==> config.mk <==
export PLATFORM = sky130hd
export DESIGN_NAME = obi_arbiter_2
export DESIGN_NICKNAME = d
export VERILOG_FILES = /design/src/rtl/obi_arb_pkg.sv /design/src/rtl/obi_rr_arb.sv /design/src/rtl/obi_arbiter_2.sv
export SDC_FILE = /design/constraint.sdc
export NUM_CORES = 1
export LEC_CHECK = 0
export CAP_MARGIN = 25
export CORE_AREA = 3 3 111 113
export DETAILED_ROUTE_END_ITERATION = 7
export DIE_AREA = 0 0 114 116
export PLACE_DENSITY_LB_ADDON = 0.2
export SLEW_MARGIN = 25
export SYNTH_ARGS = -nofsm -noshare
export SYNTH_HDL_FRONTEND = slang
export SYNTH_HIERARCHICAL = 1
export SYNTH_SLANG_ARGS = --single-unit
==> constraint.sdc <==
create_clock -name clk_i -period 1.2 [get_ports clk_i]
set_input_delay 0.24 -clock clk_i [delete_from_list [all_inputs] [get_ports clk_i]]
set_output_delay 0.24 -clock clk_i [all_outputs]
set_load 0.05 [all_outputs]
==> src/rtl/obi_arb_pkg.sv <==
// Shared types and constants for the two-master OBI arbiter.
// The TOUT state only exists when OBI_ARB_TIMEOUT_EN is defined.
package obi_arb_pkg;

`ifdef OBI_ARB_TIMEOUT_EN
    typedef enum logic [1:0] {
        IDLE,
        ADDR,
        RESP,
        TOUT
    } arb_state_e;
`else
    typedef enum logic [1:0] {
        IDLE,
        ADDR,
        RESP
    } arb_state_e;
`endif

    // Read data returned to the owner when the slave never answers
    localparam logic [31:0] BAD_DATA = 32'hBADCAB1E;

    localparam int unsigned CNT_WIDTH = 8;

endpackage

==> src/rtl/obi_rr_arb.sv <==
// Two-way round-robin pick: a lone requester wins, a tie goes to the prio master.
module obi_rr_arb (
    input  logic [1:0] req,
    input  logic       prio,
    output logic       winner
);

    always_comb begin
        winner = 1'b0;
        if (req == 2'b11) begin
            winner = prio;
        end else if (req[1]) begin
            winner = 1'b1;
        end
    end

endmodule

==> src/rtl/obi_arbiter_2.sv <==
// Two-master to one-slave OBI arbiter, one outstanding transaction at most.
// Define OBI_ARB_TIMEOUT_EN to add a response timeout (TOUT state, TIMEOUT cycles).
module obi_arbiter_2
    import obi_arb_pkg::*;
#(
    parameter int unsigned ADDR_WIDTH = 32,
    parameter int unsigned DATA_WIDTH = 32,
    parameter int unsigned TIMEOUT    = 16
) (
    input  logic                           clk_i,
    input  logic                           reset_ni,

    input  logic [1:0]                     m_req_i,
    output logic [1:0]                     m_gnt_o,
    input  logic [1:0][ADDR_WIDTH-1:0]     m_addr_i,
    input  logic [1:0]                     m_we_i,
    input  logic [1:0][DATA_WIDTH/8-1:0]   m_be_i,
    input  logic [1:0][DATA_WIDTH-1:0]     m_wdata_i,
    output logic [1:0]                     m_rvalid_o,
    input  logic [1:0]                     m_rready_i,
    output logic [DATA_WIDTH-1:0]          m_rdata_o,
    output logic                           m_err_o,

    output logic                           s_req_o,
    input  logic                           s_gnt_i,
    output logic [ADDR_WIDTH-1:0]          s_addr_o,
    output logic                           s_we_o,
    output logic [DATA_WIDTH/8-1:0]        s_be_o,
    output logic [DATA_WIDTH-1:0]          s_wdata_o,
    input  logic                           s_rvalid_i,
    output logic                           s_rready_o,
    input  logic [DATA_WIDTH-1:0]          s_rdata_i,
    input  logic                           s_err_i
);

    arb_state_e state_q, state_d;
    logic       owner_q, owner_d;
    logic       prio_q, prio_d;
    logic       winner;

`ifdef OBI_ARB_TIMEOUT_EN
    localparam logic [CNT_WIDTH-1:0]  TIMEOUT_CNT = CNT_WIDTH'(TIMEOUT);
    localparam logic [DATA_WIDTH-1:0] BAD_RDATA   = DATA_WIDTH'(BAD_DATA);

    logic [CNT_WIDTH-1:0] cnt_q, cnt_d;
`else
    logic [CNT_WIDTH-1:0] unused_timeout;
    assign unused_timeout = CNT_WIDTH'(TIMEOUT);
`endif

    obi_rr_arb u_rr_arb (
        .req    (m_req_i),
        .prio   (prio_q),
        .winner (winner)
    );

    always_ff @(posedge clk_i) begin
        if (!reset_ni) begin
            state_q <= IDLE;
            owner_q <= 1'b0;
            prio_q  <= 1'b0;
        end else begin
            state_q <= state_d;
            owner_q <= owner_d;
            prio_q  <= prio_d;
        end
    end

`ifdef OBI_ARB_TIMEOUT_EN
    always_ff @(posedge clk_i) begin
        if (!reset_ni) begin
            cnt_q <= '0;
        end else begin
            cnt_q <= cnt_d;
        end
    end
`endif

    always_comb begin
        state_d    = state_q;
        owner_d    = owner_q;
        prio_d     = prio_q;
        m_gnt_o    = '0;
        m_rvalid_o = '0;
        m_rdata_o  = '0;
        m_err_o    = 1'b0;
        s_req_o    = 1'b0;
        s_addr_o   = '0;
        s_we_o     = 1'b0;
        s_be_o     = '0;
        s_wdata_o  = '0;
        // Stray slave responses are swallowed whenever no transaction is waiting
        s_rready_o = 1'b1;
`ifdef OBI_ARB_TIMEOUT_EN
        cnt_d      = cnt_q;
`endif

        case (state_q)
            IDLE: begin
                if (|m_req_i) begin
                    owner_d = winner;
                    state_d = ADDR;
                end
            end

            ADDR: begin
                s_req_o            = m_req_i[owner_q];
                s_addr_o           = m_addr_i[owner_q];
                s_we_o             = m_we_i[owner_q];
                s_be_o             = m_be_i[owner_q];
                s_wdata_o          = m_wdata_i[owner_q];
                m_gnt_o[owner_q]   = s_gnt_i;
                if (m_req_i[owner_q] && s_gnt_i) begin
                    state_d = RESP;
`ifdef OBI_ARB_TIMEOUT_EN
                    cnt_d   = '0;
`endif
                end else if (!m_req_i[owner_q]) begin
                    // Owner withdrew before grant: rearbitrate without moving prio
                    state_d = IDLE;
                end
            end

            RESP: begin
                m_rvalid_o[owner_q] = s_rvalid_i;
                s_rready_o          = m_rready_i[owner_q];
                m_rdata_o           = s_rdata_i;
                m_err_o             = s_err_i;
                if (s_rvalid_i && m_rready_i[owner_q]) begin
                    state_d = IDLE;
                    prio_d  = ~owner_q;
                end
`ifdef OBI_ARB_TIMEOUT_EN
                else if (!s_rvalid_i) begin
                    cnt_d = cnt_q + 1'b1;
                    if (cnt_d >= TIMEOUT_CNT) begin
                        state_d = TOUT;
                    end
                end
`endif
            end

`ifdef OBI_ARB_TIMEOUT_EN
            TOUT: begin
                m_rvalid_o[owner_q] = 1'b1;
                m_rdata_o           = BAD_RDATA;
                m_err_o             = 1'b1;
                s_rready_o          = 1'b1;
                if (m_rready_i[owner_q]) begin
                    state_d = IDLE;
                    prio_d  = ~owner_q;
                end
            end
`endif

            default: begin
                state_d = IDLE;
            end
        endcase
    end

endmodule

# [After elaboration in Yosys (flattened, before gate mapping)]
# Index checks and enable logic that the tools add are counted.
[totals] output_inout_bits=108 wordCells=53 regBits=4 inputBits=179
[classes] bitwise_logic=3 n_eq_ne=6 muxes=31 magnitude_cmp=2 reduce_logical=8
[op_table] cell="two-way mux 32 bit" count=7
[op_table] cell="two-way mux 1 bit" count=13
[op_table] cell="two-way mux 2 bit" count=6
[op_table] cell="two-way mux 4 bit" count=3
[op_table] cell="case mux 2 bit (3 select lines)" count=1
[op_table] cell="bitwise AND 2 bit" count=2
[op_table] cell="equality test 2 bit (second input constant)" count=2
[op_table] cell="inequality test 2 bit (second input constant)" count=2
[op_table] cell="AND reduction 2 bit" count=2
[op_table] cell="logical AND 1 bit" count=3
[op_table] cell="inequality test 3 bit (second input constant)" count=1
[op_table] cell="AND reduction 3 bit" count=1
[op_table] cell="equality test 2 x 1 -> 1 bit (second input constant)" count=1
[op_table] cell="logical NOT 2 bit" count=1
[op_table] cell="less-than comparator 1 x 2 -> 1 bit (second input constant)" count=1
[op_table] cell="OR reduction 2 bit" count=1
[op_table] cell="demux 1 bit (select 1 bit)" count=1
[op_table] cell=">= comparator 1 bit (second input constant)" count=1
[op_table] cell="inverter 1 bit" count=1

# [Depth between registers and ports, before layout]
# Gate-level depths: netlist (run 1).
[depth] ltp_word=6 depth_mapped=5 depth_no_buf=4

# [Hierarchy]
# The synthesis (run 1) kept the hierarchy.
[modules_own_cells] module="obi_arbiter_2" area_each_um2=1591.5 cells_each=225 instances=1 seq_area_each_um2=80.1
[modules_own_cells] module="obi_rr_arb" area_each_um2=11.3 cells_each=2 instances=1 seq_area_each_um2=0.0

# [Worst setup path after synthesis (run 1)]
# No wires, ideal clock.
[synth_timing] kind="register -> output" from="register owner_q" to="output port m_gnt_o[0]" arrival_time_ps=1895 path_stages_with_launch=5 path_slack_ps=-935 t_required_ps=960 n_path_buf=3 path_cell_list="dfxtp_1 > buf_2 > buf_6 > buf_4 > nor3b_1"
[synth_between] elab_chain_len=6 elab_cells_between_ends=7 cone_classes="order compare: 2; mux: 3; bitwise: 1; reduce/logical: 1"
[synth_lines] item="start: declaration" line_no="obi_arbiter_2.sv:37" source="logic owner_q, owner_d;"
[synth_lines] item="start signal: assignment" line_no="obi_arbiter_2.sv:64" source="owner_q <= owner_d;"
[synth_lines] item="less-than comparator 1 x 2 -> 1 bit (implied by the code) or >= comparator 1 bit (tied branches)" line_no="obi_arbiter_2.sv:112" source="m_gnt_o[owner_q] = s_gnt_i;"
[synth_lines] item="logical AND 1 bit (implied by the code)" line_no="obi_arbiter_2.sv:112"
[synth_lines] item="two-way mux 1 bit (implied by the code)" line_no="obi_arbiter_2.sv:112"
[synth_lines] item="demux 1 bit (select 1 bit) (*)" line_no="obi_arbiter_2.sv:112"
[synth_lines] item="bitwise AND 2 bit (no source line) (*)"
[synth_lines] item="two-way mux 2 bit (*)" line_no="obi_arbiter_2.sv:98" source="case (state_q)"
[synth_lines] item="end: declaration" line_no="obi_arbiter_2.sv:14" source="output logic [1:0] m_gnt_o,"
# Mark *: on every way between the ends. The rest lies on a longest branch, timed or not.

# [Final worst setup path (run 1)]
[layout_timing] from="register owner_q" to="output port s_wdata_o[4]"
[layout_between] elab_chain_len=3
[layout_lines] item="two-way mux 32 bit (implied by the code) (2 in series)" line_no="obi_arbiter_2.sv:111" source="s_wdata_o = m_wdata_i[owner_q];"
[layout_lines] item="two-way mux 32 bit" line_no="obi_arbiter_2.sv:98"
[layout_lines] item="end: declaration" line_no="obi_arbiter_2.sv:29" source="output logic [DATA_WIDTH-1:0] s_wdata_o,"
# Every way passes these cells. The select of a mux whose other input is x is not followed.

==> summary.md, run 1 <==
| Metric | Value |
|---|---|
| Sequence of cells on the critical path | buf_6 > buf_12 > buf_12 > mux2i_4 > nor2_4 > buf_12 |
| Commonest cells in the netlist | nor2_1 (73), mux2i_1 (71), and2_1 (28) |
| Worst flop-to-flop path endpoint | prio_q |
| Area Growth Syn to Fin | 362% |
| WL/cell | roughly 18 um |
| Ys Warns | 6 |
| # IOs | 287 |
| Area contributors post-synth | mux2i_1 (44%), nor2_1 (17%), and2_1 (11%) |
| Clock transition at the registers of the reported paths | roughly 0.03 ns |
| CP dominant cell by count | buf_12 |
| Hold Path Cell Cnt | 2 |
| Total track usage | 15.2% |
| Max Cap Viol | 0 |
| Status | finished, violations left |
| Leak | 2.70 nW |
| Syn Inst Count | 227 |
| FP Rows | 39 |
| WS Path Type | reg -> out |
| Slowest cell on crit path | dfxtp_4 |
| Max stage delay on crit path | between 0.3 and 0.4 ns |
| CTS Buf Count | 3 |
| Synth area leader | mux2i_1 |
| ANT cells | 0 |
| Number of DRC markers in iteration 0 | 37 |
| CTS sink cnt | 4 |
| FF+latch count, synth | 4 |
| HP Class | reg -> reg |
| Ys async rst share | 0% |
| Die area | 13200 sq um |
| Reg-to-Reg Start | state_q[1] |
| Setup Viol. Count Final | 111 |
| Max frequency | 0.604 GHz |
| RSZ-0062 raised after global routing | true |
| Core ar. | 11400 sq um |
| Setup WS post-layout | -0.457 ns |
| Via total after detailed routing | 2932 |
| Vias in the first global route | 3024 |
| GP Congestion | 0.770 |
| Worst relative slew slack | 76.4% |
| Worst skew pair latency | 0.22 ns |
| Grt ovf | 0 |
| Fin util | 64.9% |
| Top-area cell type share of the netlist area | around 44% |
| Worst Skew | 0.00216 ns |
| PD cells | about 640 nW/um^2 |
| Critical Path End Type | output pin |
| Buf/Inv on CP | 4 |
| Synthesized area | 1600 sq um |
| PortBufs | 286 |
| Vias/cell | 4.24 |
| Largest delay share family, worst path | buffers and inverters |
| # DRC | 0 |
| Reg2reg path depth | 6 |
| Seq/Total Area, Yosys | 5.00% |
| Synthesized Nets | 406 |
| Post-synth cell types | 28 |
| R2r setup slk | -0.21 ns |
| CTS max path bufs | 2 |
| Hold path endpoint | prio_q |
| Total Power | 4.76 mW |
| ANT nets after route | 0 |
| Violated checks | negative setup slack |
| Starting density of the core | approximately 14% |
| Max Fanout on Critical Path | 5 |
| CTS root buf | clkbuf_16 |
| Hold Crit Start | prio_q |
| Top-count cell post-synth | nor2_1 |
| Hold Fails Final Rpt | 0 |
| Worst EP arrival | 1.42 ns |
| Final Cycle Share | 138% |
| Pins Over Slew Limit | 0 |
| Die H | 116 um |
| Antenna violations before repair | 0 |
| Pre-Repair DR Iteration Count | 4 |
| Post-synth EDFFs | 0 |
| Dpl hpwl | between 9000 and 10000 um |
| Worst path required time | 0.96 ns |
| Ys flop type | dfxtp_1 |
| Layout cells sized above 1 | 62.1% |
| Measured slew at the worst slew-check pin | between 0.3 and 0.4 ns |
| H-tree levels | 1 |
| Worst setup SP type | flop |
| Avg Inst Size Synth | 7.06 sq um |
| Final WL | 12100 um |
| CTS tree | built |
| VDD IR max | about 0.00049 V |
| Pin count of the biggest net entering global routing | 33 |
| Number of nets in the layout | ~730 |
| Die W | 114 um |
| First-pass GRT wire length | 16100 um |
| Min cycle time layout | 1.66 ns |
==> metal layers <==
| layer | global-route usage (%) | part of all wire, % | vias up |
|---|---|---|---|
| li1 | - | - | 1416 |
| met1 | 15.8 | 33 | 1357 |
| met2 | 30.4 | 57 | 151 |
| met3 | 4.75 | 9.1 | 8 |
| met4 | 2.06 | 0.87 | 0 |
| met5 | 0 | 0 | - |
==> power breakdown <==
part           switching, mW  internal [mW]
clock                 0.0969          0.439
sequential            0.0159          0.142
combinational           1.89           2.18
total                   2.00           2.76
==> area by class of cell <==
class / instances / area (sq um)
clock buffers: 4 / 78.8
fillers: 868 / 4010
inverters: 4 / 15.0
multi-input cells: 198 / 2390
flip-flops and latches: 4 / 91.3
well taps: 143 / 179
repair buffers: 339 / 4660
==> stage by stage <==
| step | worst slack (ns) | cells | TNS [ns] | area, sq um | hold slack (ns) |
|---|---|---|---|---|---|
| after detailed placement | -0.307 | 667 | -14.99 | 6300 | 0.488 |
| after CTS | -0.457 | 680 | -41.54 | 6640 | 0.495 |
| after global placement | -0.309 | 667 | -14.59 | 6300 | 0.476 |
| final | -0.457 | 692 | -41.47 | 7410 | 0.529 |
| after global routing | -0.496 | 692 | -46.98 | 7410 | 0.560 |
| after floorplan | -0.276 | 227 | -18.70 | 2050 | 0.379 |
==> cell families (layout without fill, tap and decap cells) <==
group | count (synthesis) | count (layout) | share of synthesized area (%)
buffers and inverters | 25 | 347 | 9.91
AO/OA/AOI/OAI | 8 | 8 | 4.76
multiplexers | 71 | 71 | 44.3
AND/OR/NAND/NOR | 119 | 119 | 36.0
flip-flops | 4 | 4 | 5.00
==> timing repair <==
| item | in CTS | in global routing |
|---|---|---|
| pin swaps | 13 | 37 |
| resized for setup | 41 | 111 |
| hold buffers | 0 | 0 |
| hold endpoints to repair | 0 | 0 |
| buffers inserted | 6 | 8 |
| setup endpoints to repair | 111 | 112 |
| cloned | 3 | 7 |
==> flip-flops by register name (all words and copies together), names as in the netlist <==
| name | cells |
|---|---|
| state_q | 2 |
| prio_q | 1 |
| owner_q | 1 |
==> placed cells by master, fill, tap and decap left out, types with 2 or more instances in the layout <==
master / instances
and2_4: 33
dfxtp_4: 3
buf_12: 115
buf_6: 17
buf_8: 2
buf_4: 19
clkbuf_16: 9
buf_16: 2
nor2_2: 37
mux2i_1: 14
dlymetal6s2s_1: 2
nor2_4: 35
mux2i_2: 21
mux2i_4: 36
inv_1: 4
nor3_1: 2
clkdlybuf4s50_1: 176
==> worst max-delay path by stage <==
stage | from | to | depth (start not counted) | slack, ns
after floorplan | state_q[1] | s_addr_o[0] | 4 | -0.28
after global placement | s_rvalid_i | m_rvalid_o[1] | 3 | -0.31
after detailed placement | s_rvalid_i | m_rvalid_o[1] | 3 | -0.31
after CTS | owner_q | s_addr_o[21] | 4 | -0.46
after global routing | owner_q | s_wdata_o[4] | 6 | -0.50
final | owner_q | s_wdata_o[4] | 6 | -0.46
==> tightest hold or removal path, stage by stage (launching register included) <==
cell and delay, ns:
dfxtp_1 0.31, inv_1 0.09, a2111oi_4 0.07
(Power assumes the default switching activity.)
==> inputs of run 2 (changes only) <==
--- a/config.mk
+++ b/config.mk
@@ -6,9 +6,11 @@
 export NUM_CORES = 1
 export LEC_CHECK = 0
 export CAP_MARGIN = 25
-export CORE_AREA = 3 3 111 113
+export CELL_PAD_IN_SITES_DETAIL_PLACEMENT = 0
+export CELL_PAD_IN_SITES_GLOBAL_PLACEMENT = 2
+export CORE_MARGIN = 3
+export CORE_UTILIZATION = 10
 export DETAILED_ROUTE_END_ITERATION = 7
-export DIE_AREA = 0 0 114 116
 export PLACE_DENSITY_LB_ADDON = 0.2
 export SLEW_MARGIN = 25
 export SYNTH_ARGS = -nofsm -noshare
==> summary.md, run 2 (synthesis gave the netlist of run 1 again) <==
| Metric | Value |
|---|---|
| Status | finished, violations left |
| Violated checks | negative setup slack |
| Vias in the first global route | 3068 (+1.5%) |
| Pre-Repair DR Iteration Count | 4 (unchanged) |
| PortBufs | 286 (unchanged) |
| VDD IR max | 0.000343 V (-29%) |
| Total Power | 4.50 mW (-5.5%) |
| Worst skew pair latency | 0.23 ns (about the same) |
| Worst setup SP type | flop |
| Met2 Use GR | 24.5% (-5.8 points) |
| Critical Path Stages | 5 (-1) |
| Setup WS post-layout | -0.425 ns (+0.0311 ns) |
| Buf/Inv on CP | 3 (-1) |
| HP Class | in -> reg |
| Pin count of the biggest net entering global routing | 26 (-21%) |
| # IOs | 287 (unchanged) |
| Clock share of power | 12.1% (+0.8 points) |
| CTS max path bufs | 2 (unchanged) |
| P_sw | 1.91 mW (-4.7%) |
| Logic pwr share | 84.3% (-1.1 points) |
| ANT nets after route | 0 (unchanged) |
| Clock transition at the registers of the reported paths | 0.03 ns (about the same) |
| H-tree levels | 1 (unchanged) |
| Max Cap Viol | 0 (unchanged) |
| CTS sink cnt | 4 (unchanged) |
| Setup slack at placement | -0.310 ns (-0.00263 ns) |
| Worst EP arrival | 1.39 ns (-0.03 ns) |
| RSZ-0062 raised after global routing | true |
| Setup Viol. Count Final | 111 (unchanged) |
| Reg2reg path depth | 5 (-1) |
| Number of nets in the layout | 721 (-1.1%) |
| Worst relative slew slack | 83.2% (+6.8 points) |
| FP Rows | 45 (+15%) |
| Starting density of the core | 10.4% (-3.6 points) |
| Via total after detailed routing | 2824 (-3.7%) |
| Die H | 133 um (+14%) |
| Hold Fails Final Rpt | 0 (unchanged) |
| CTS Buf Count | 3 (unchanged) |
| Final Cycle Share | 135% (-2.6 points) |
| ANT cells | 0 (unchanged) |
| CTS tree | built |
| Sequence of cells on the critical path | buf_4 > buf_16 > mux2i_2 > nor2_2 > buf_12 |
| PD cells | 634 nW/um^2 (-1.3%) |
| GR Layer Usage met3 | 3.35% (-1.4 points) |
| Most common cell after layout, fill and taps aside | clkdlybuf4s50_1 |
| Measured slew at the worst slew-check pin | 0.245 ns (-0.108 ns) |
| Antenna violations before repair | 0 (unchanged) |
| Largest delay share family, worst path | buffers and inverters |
| Slowest cell on crit path | dfxtp_4 |
| Pins Over Slew Limit | 0 (unchanged) |
| First-pass GRT wire length | 17500 um (+8.9%) |
| WS Path Type | reg -> out |
| Max frequency | 0.615 GHz (+1.9%) |
| WL/cell | 15.8 um (-9.9%) |
| Max Fanout on Critical Path | 8 (+3) |
| Seq pwr share | 3.6% (+0.3 points) |
| Worst Skew | 0.00349 ns (+0.00133 ns) |
| Leak | 2.58 nW (-4.5%) |
| Largest register by flop count | state_q |
| P_int | 2.59 mW (-6.0%) |
| Die area | 17600 sq um (+33%) |
| Hold Path Cell Cnt | 5 (+3) |
| Total track usage | 12.4% (-2.8 points) |
| Layer with the highest usage | met2 |
| GP Congestion | 0.756 (-1.9%) |
| Number of flip-flops in the largest register | 2 (unchanged) |
| Finished Cell Area | 7100 sq um (-4.3%) |
| Grt ovf | 0 (unchanged) |
| Sw frac | 42.4% (+0.36 points) |
| CTS root buf | clkbuf_16 |
| Worst path required time | 0.96 ns (about the same) |
| Die W | 133 um (+16%) |
| Min cycle time layout | 1.63 ns (-0.0311 ns) |
| Final hold slack | 0.574 ns (+0.0450 ns) |
| Cell Area, Placed | 6310 sq um (+0.20%) |
| Setup TNS | -40.63 ns (+0.833 ns) |
| Max stage delay on crit path | 0.41 ns (+0.05 ns) |
| Final WL | 11900 um (-2.1%) |
| Core ar. | 15400 sq um (+35%) |
| Grt met1 use | 13.4% (-2.4 points) |
| Layout cells sized above 1 | 58.0% (-4.1 points) |
| Vias/cell | 3.76 (-11%) |
| Critical Path End Type | output pin |
| Dpl hpwl | 9660 um (+4.6%) |
| # DRC | 0 (unchanged) |
| Number of DRC markers in iteration 0 | 29 (-22%) |
| Most frequent cells in the layout | clkdlybuf4s50_1 (176), buf_12 (115), nor2_2 (50) |
| Area Growth Syn to Fin | 343% |
| Biggest registers after layout | state_q: 2 flops, owner_q: 1 flops, prio_q: 1 flops |
## run 2: cell types whose count changed in the layout (fill, tap and decap cells not counted), moves of 4 or more
cell / delta
clkbuf_16: -4
buf_4: -4
nor2_4: -12
nor2_2: +13
mux2i_1: +22
mux2i_2: -5
mux2i_4: -17
## run 2: area by class of cell
type	instances	area, sq um
inverters	4	15.0
fillers	1454	8330
flip-flops and latches	4	91.3
repair buffers	330	4530
multi-input cells	199	2120
well taps	211	264
clock buffers	4	78.8
## run 2: layer usage
metal / routed length, um / share of wire [%]
met1: 4130 / 35
met5: 0 / 0
met2: 6820 / 57
met3: 763 / 6.4
met4: 170 / 1.4
## run 2: final timing paths
check	slack [ns]	from	endpoint
min reg2reg	0.58	prio_q	prio_q
max reg2reg	-0.19	owner_q	state_q[0]
max	-0.43	owner_q	s_wdata_o[20]
min	0.57	m_req_i[0]	owner_q
## run 2: repair_timing
action	4_1_cts	5_1_grt
cloned	4	4
endpoints found under the setup margin	112	112
resized for setup	53	49
pin swaps	11	15
buffers inserted	15	2
hold buffers	0	0
## run 2: per-stage QoR
step	utilization (%)	std cells
final	46.0	752
after global routing	46.0	752
after CTS	44.1	750
after detailed placement	40.9	727
after global placement	40.9	727
after floorplan	-	227
## run 2: power by group through the flow
stage          sequential [mW]  clock [mW]  combinational [mW]
2_1_floorplan            0.157           0                1.60
3_3_place_gp             0.160           0                3.46
3_5_place_dp             0.161           0                3.48
4_1_cts                  0.158       0.549                3.66
5_1_grt                  0.164       0.563                3.95
6_report                 0.162       0.544                3.79
## run 2: worst min-delay path: stages
cell            delay, ns
dlymetal6s2s_1       0.15
buf_4                0.16
a21boi_2             0.05
nand3b_1             0.10
a21oi_1              0.06
==> inputs of run 3 (changes only) <==
--- a/config.mk
+++ b/config.mk
@@ -11,6 +11,7 @@
 export CORE_MARGIN = 3
 export CORE_UTILIZATION = 10
 export DETAILED_ROUTE_END_ITERATION = 7
+export HOLD_SLACK_MARGIN = 0.03
 export PLACE_DENSITY_LB_ADDON = 0.2
 export SLEW_MARGIN = 25
 export SYNTH_ARGS = -nofsm -noshare
==> constraint.sdc (replaced) <==
create_clock -name clk_i -period 1.9 [get_ports clk_i]
set_input_delay 0.19 -clock clk_i [delete_from_list [all_inputs] [get_ports clk_i]]
set_output_delay 0.19 -clock clk_i [all_outputs]
set_load 0.05 [all_outputs]
==> summary.md, run 3 (synthesis gave the netlist of run 1 again) <==
| Metric | Value |
|---|---|
| RSZ-0062 raised after global routing | false |
| PD cells | 411 nW/um^2 (-35%) |
| Fin util | 37.9% (-8.1 points) |
| Worst EP arrival | 1.57 ns (+0.18 ns) |
| Biggest registers after layout | state_q: 2 flops, owner_q: 1 flops, prio_q: 1 flops |
| Number of nets in the layout | 683 (-5.3%) |
| CP dominant cell by count | buf_12 |
| WS Path Type | reg -> out |
| CTS Buf Count | 3 (unchanged) |
| CTS resizes | 0 (-100%) |
| Most frequent cells in the layout | clkdlybuf4s50_1 (178), buf_12 (111), nor2_1 (73) |
| Most common cell after layout, fill and taps aside | clkdlybuf4s50_1 |
| Pins Over Slew Limit | 0 (unchanged) |
| Area Growth Syn to Fin | 265% |
| ANT cells | 0 (unchanged) |
| Hold Fails Final Rpt | 0 (unchanged) |
| Core ar. | 15400 sq um (unchanged) |
| Final Cycle Share | 92.8% |
| Layout cells sized above 1 | 26.4% (-32 points) |
| Met2 Use GR | 21.6% (-3.0 points) |
| Setup bufs post-CTS | 0 (-15) |
| CTS tree | built |
| Slowest cell on crit path | dfxtp_1 |
| Pre-Repair DR Iteration Count | 4 (unchanged) |
| Worst path required time | 1.71 ns (+0.75 ns) |
| GP Congestion | 0.726 (-4.0%) |
| Measured slew at the worst slew-check pin | 0.352 ns (+0.107 ns) |
| Number of flip-flops in the largest register | 2 (unchanged) |
| Setup TNS | 0 ns (+40.63 ns) |
| Setup Viol. Count Final | 0 (-100%) |
| Via total after detailed routing | 2626 (-7.0%) |
| HP Class | reg -> reg |
| CTS sink cnt | 4 (unchanged) |
| Final WL | 10300 um (-13%) |
| Max Cap Viol | 0 (unchanged) |
| Pin count of the biggest net entering global routing | 46 (+77%) |
| Number of DRC markers in iteration 0 | 59 (+100%) |
| Grt ovf | 0 (unchanged) |
| Die H | 133 um (unchanged) |
| Status | complete, no violations |
| Grt met1 use | 12.0% (-1.4 points) |
| Starting density of the core | 10.4% (unchanged) |
| R2r setup slk | 0.52 ns (+0.71 ns) |
| Max stage delay on crit path | 0.34 ns (-0.07 ns) |
| Min cycle time layout | 1.76 ns |
| Sequence of cells on the critical path | nand2b_2 > buf_12 > nor2_1 > buf_12 |
| PortBufs | 286 (unchanged) |
| First-pass GRT wire length | 16000 um (-8.7%) |
| Max Fanout on Critical Path | 45 (+37) |
| FP Rows | 45 (unchanged) |
| Worst Skew | 0.00144 ns (-0.00205 ns) |
| H-tree levels | 1 (unchanged) |
| Worst setup SP type | flop |
| Dpl hpwl | 8990 um (-7.0%) |
| VDD IR max | 0.000186 V (-46%) |
| Total Power | 2.40 mW (-47%) |
| Vias/cell | 3.68 (-2.1%) |
| ANT nets after route | 0 (unchanged) |
| # DRC | 0 (unchanged) |
| Post-CTS Hold Buffers | 0 (unchanged) |
| Largest register by flop count | state_q |
| Fillers | 1539 (+5.8%) |
| Layer with the highest usage | met2 |
| CTS root buf | clkbuf_16 |
| WL/cell | 14.4 um (-8.5%) |
| Worst skew pair latency | 0.23 ns (about the same) |
| Worst relative slew slack | 75.9% (-7.3 points) |
| Leak | 2.18 nW (-16%) |
| # IOs | 287 (unchanged) |
| Vias in the first global route | 2854 (-7.0%) |
| Final hold slack | 0.476 ns (-0.0980 ns) |
| Die area | 17600 sq um (unchanged) |
| Critical Path End Type | output pin |
| Total track usage | 11.2% (-1.2 points) |
| Clock transition at the registers of the reported paths | 0.03 ns (about the same) |
| Die W | 133 um (unchanged) |
| Max frequency | 0.567 GHz |
| GR Layer Usage met3 | 3.46% (+0.11 points) |
| Antenna violations before repair | 0 (unchanged) |
| CTS max path bufs | 2 (unchanged) |
## run 3: final timing paths
path,from,to,cells after the start
worst max register to register,state_q[1],state_q[1],4
worst max-delay path,state_q[1],s_addr_o[12],4
worst min register to register,prio_q,prio_q,2
worst min-delay path,prio_q,prio_q,2
## run 3: per-stage QoR
stage               instances  worst slack (ns)  instance area [sq um]
floorplan                 227             0.183                   1610
global placement          710             0.380                   5770
detailed placement        710             0.361                   5770
CTS                       714             0.107                   5840
global route              714            0.0138                   5840
finish                    714             0.137                   5840
## run 3: metal layers
metal / vias to the layer above / share of wire (%)
li1: 1310 / -
met2: 149 / 54
met4: 0 / 0.76
met3: 4 / 8.9
met5: - / 0
met1: 1163 / 36
## run 3: where the power goes
| part | switching (mW) | internal [mW] |
|---|---|---|
| combinational | 0.937 | 1.02 |
| sequential | 0.0126 | 0.0894 |
| clock | 0.0662 | 0.278 |
## run 3: final cells by class
type                    instances  area (sq um)  share of cell area (%)
well taps                     211           264                    4.52
multi-input cells             198          1370                    23.4
repair buffers                293          4030                    69.0
flip-flops and latches          4          83.8                    1.43
inverters                       4          15.0                   0.257
clock buffers                   4          78.8                    1.35
## run 3: critical path: cells and delay by family (launching register included)
family                 cells  cell delay (ns)
AND/OR/NAND/NOR            2             0.56
buffers and inverters      2             0.43
flip-flops                 1             0.34
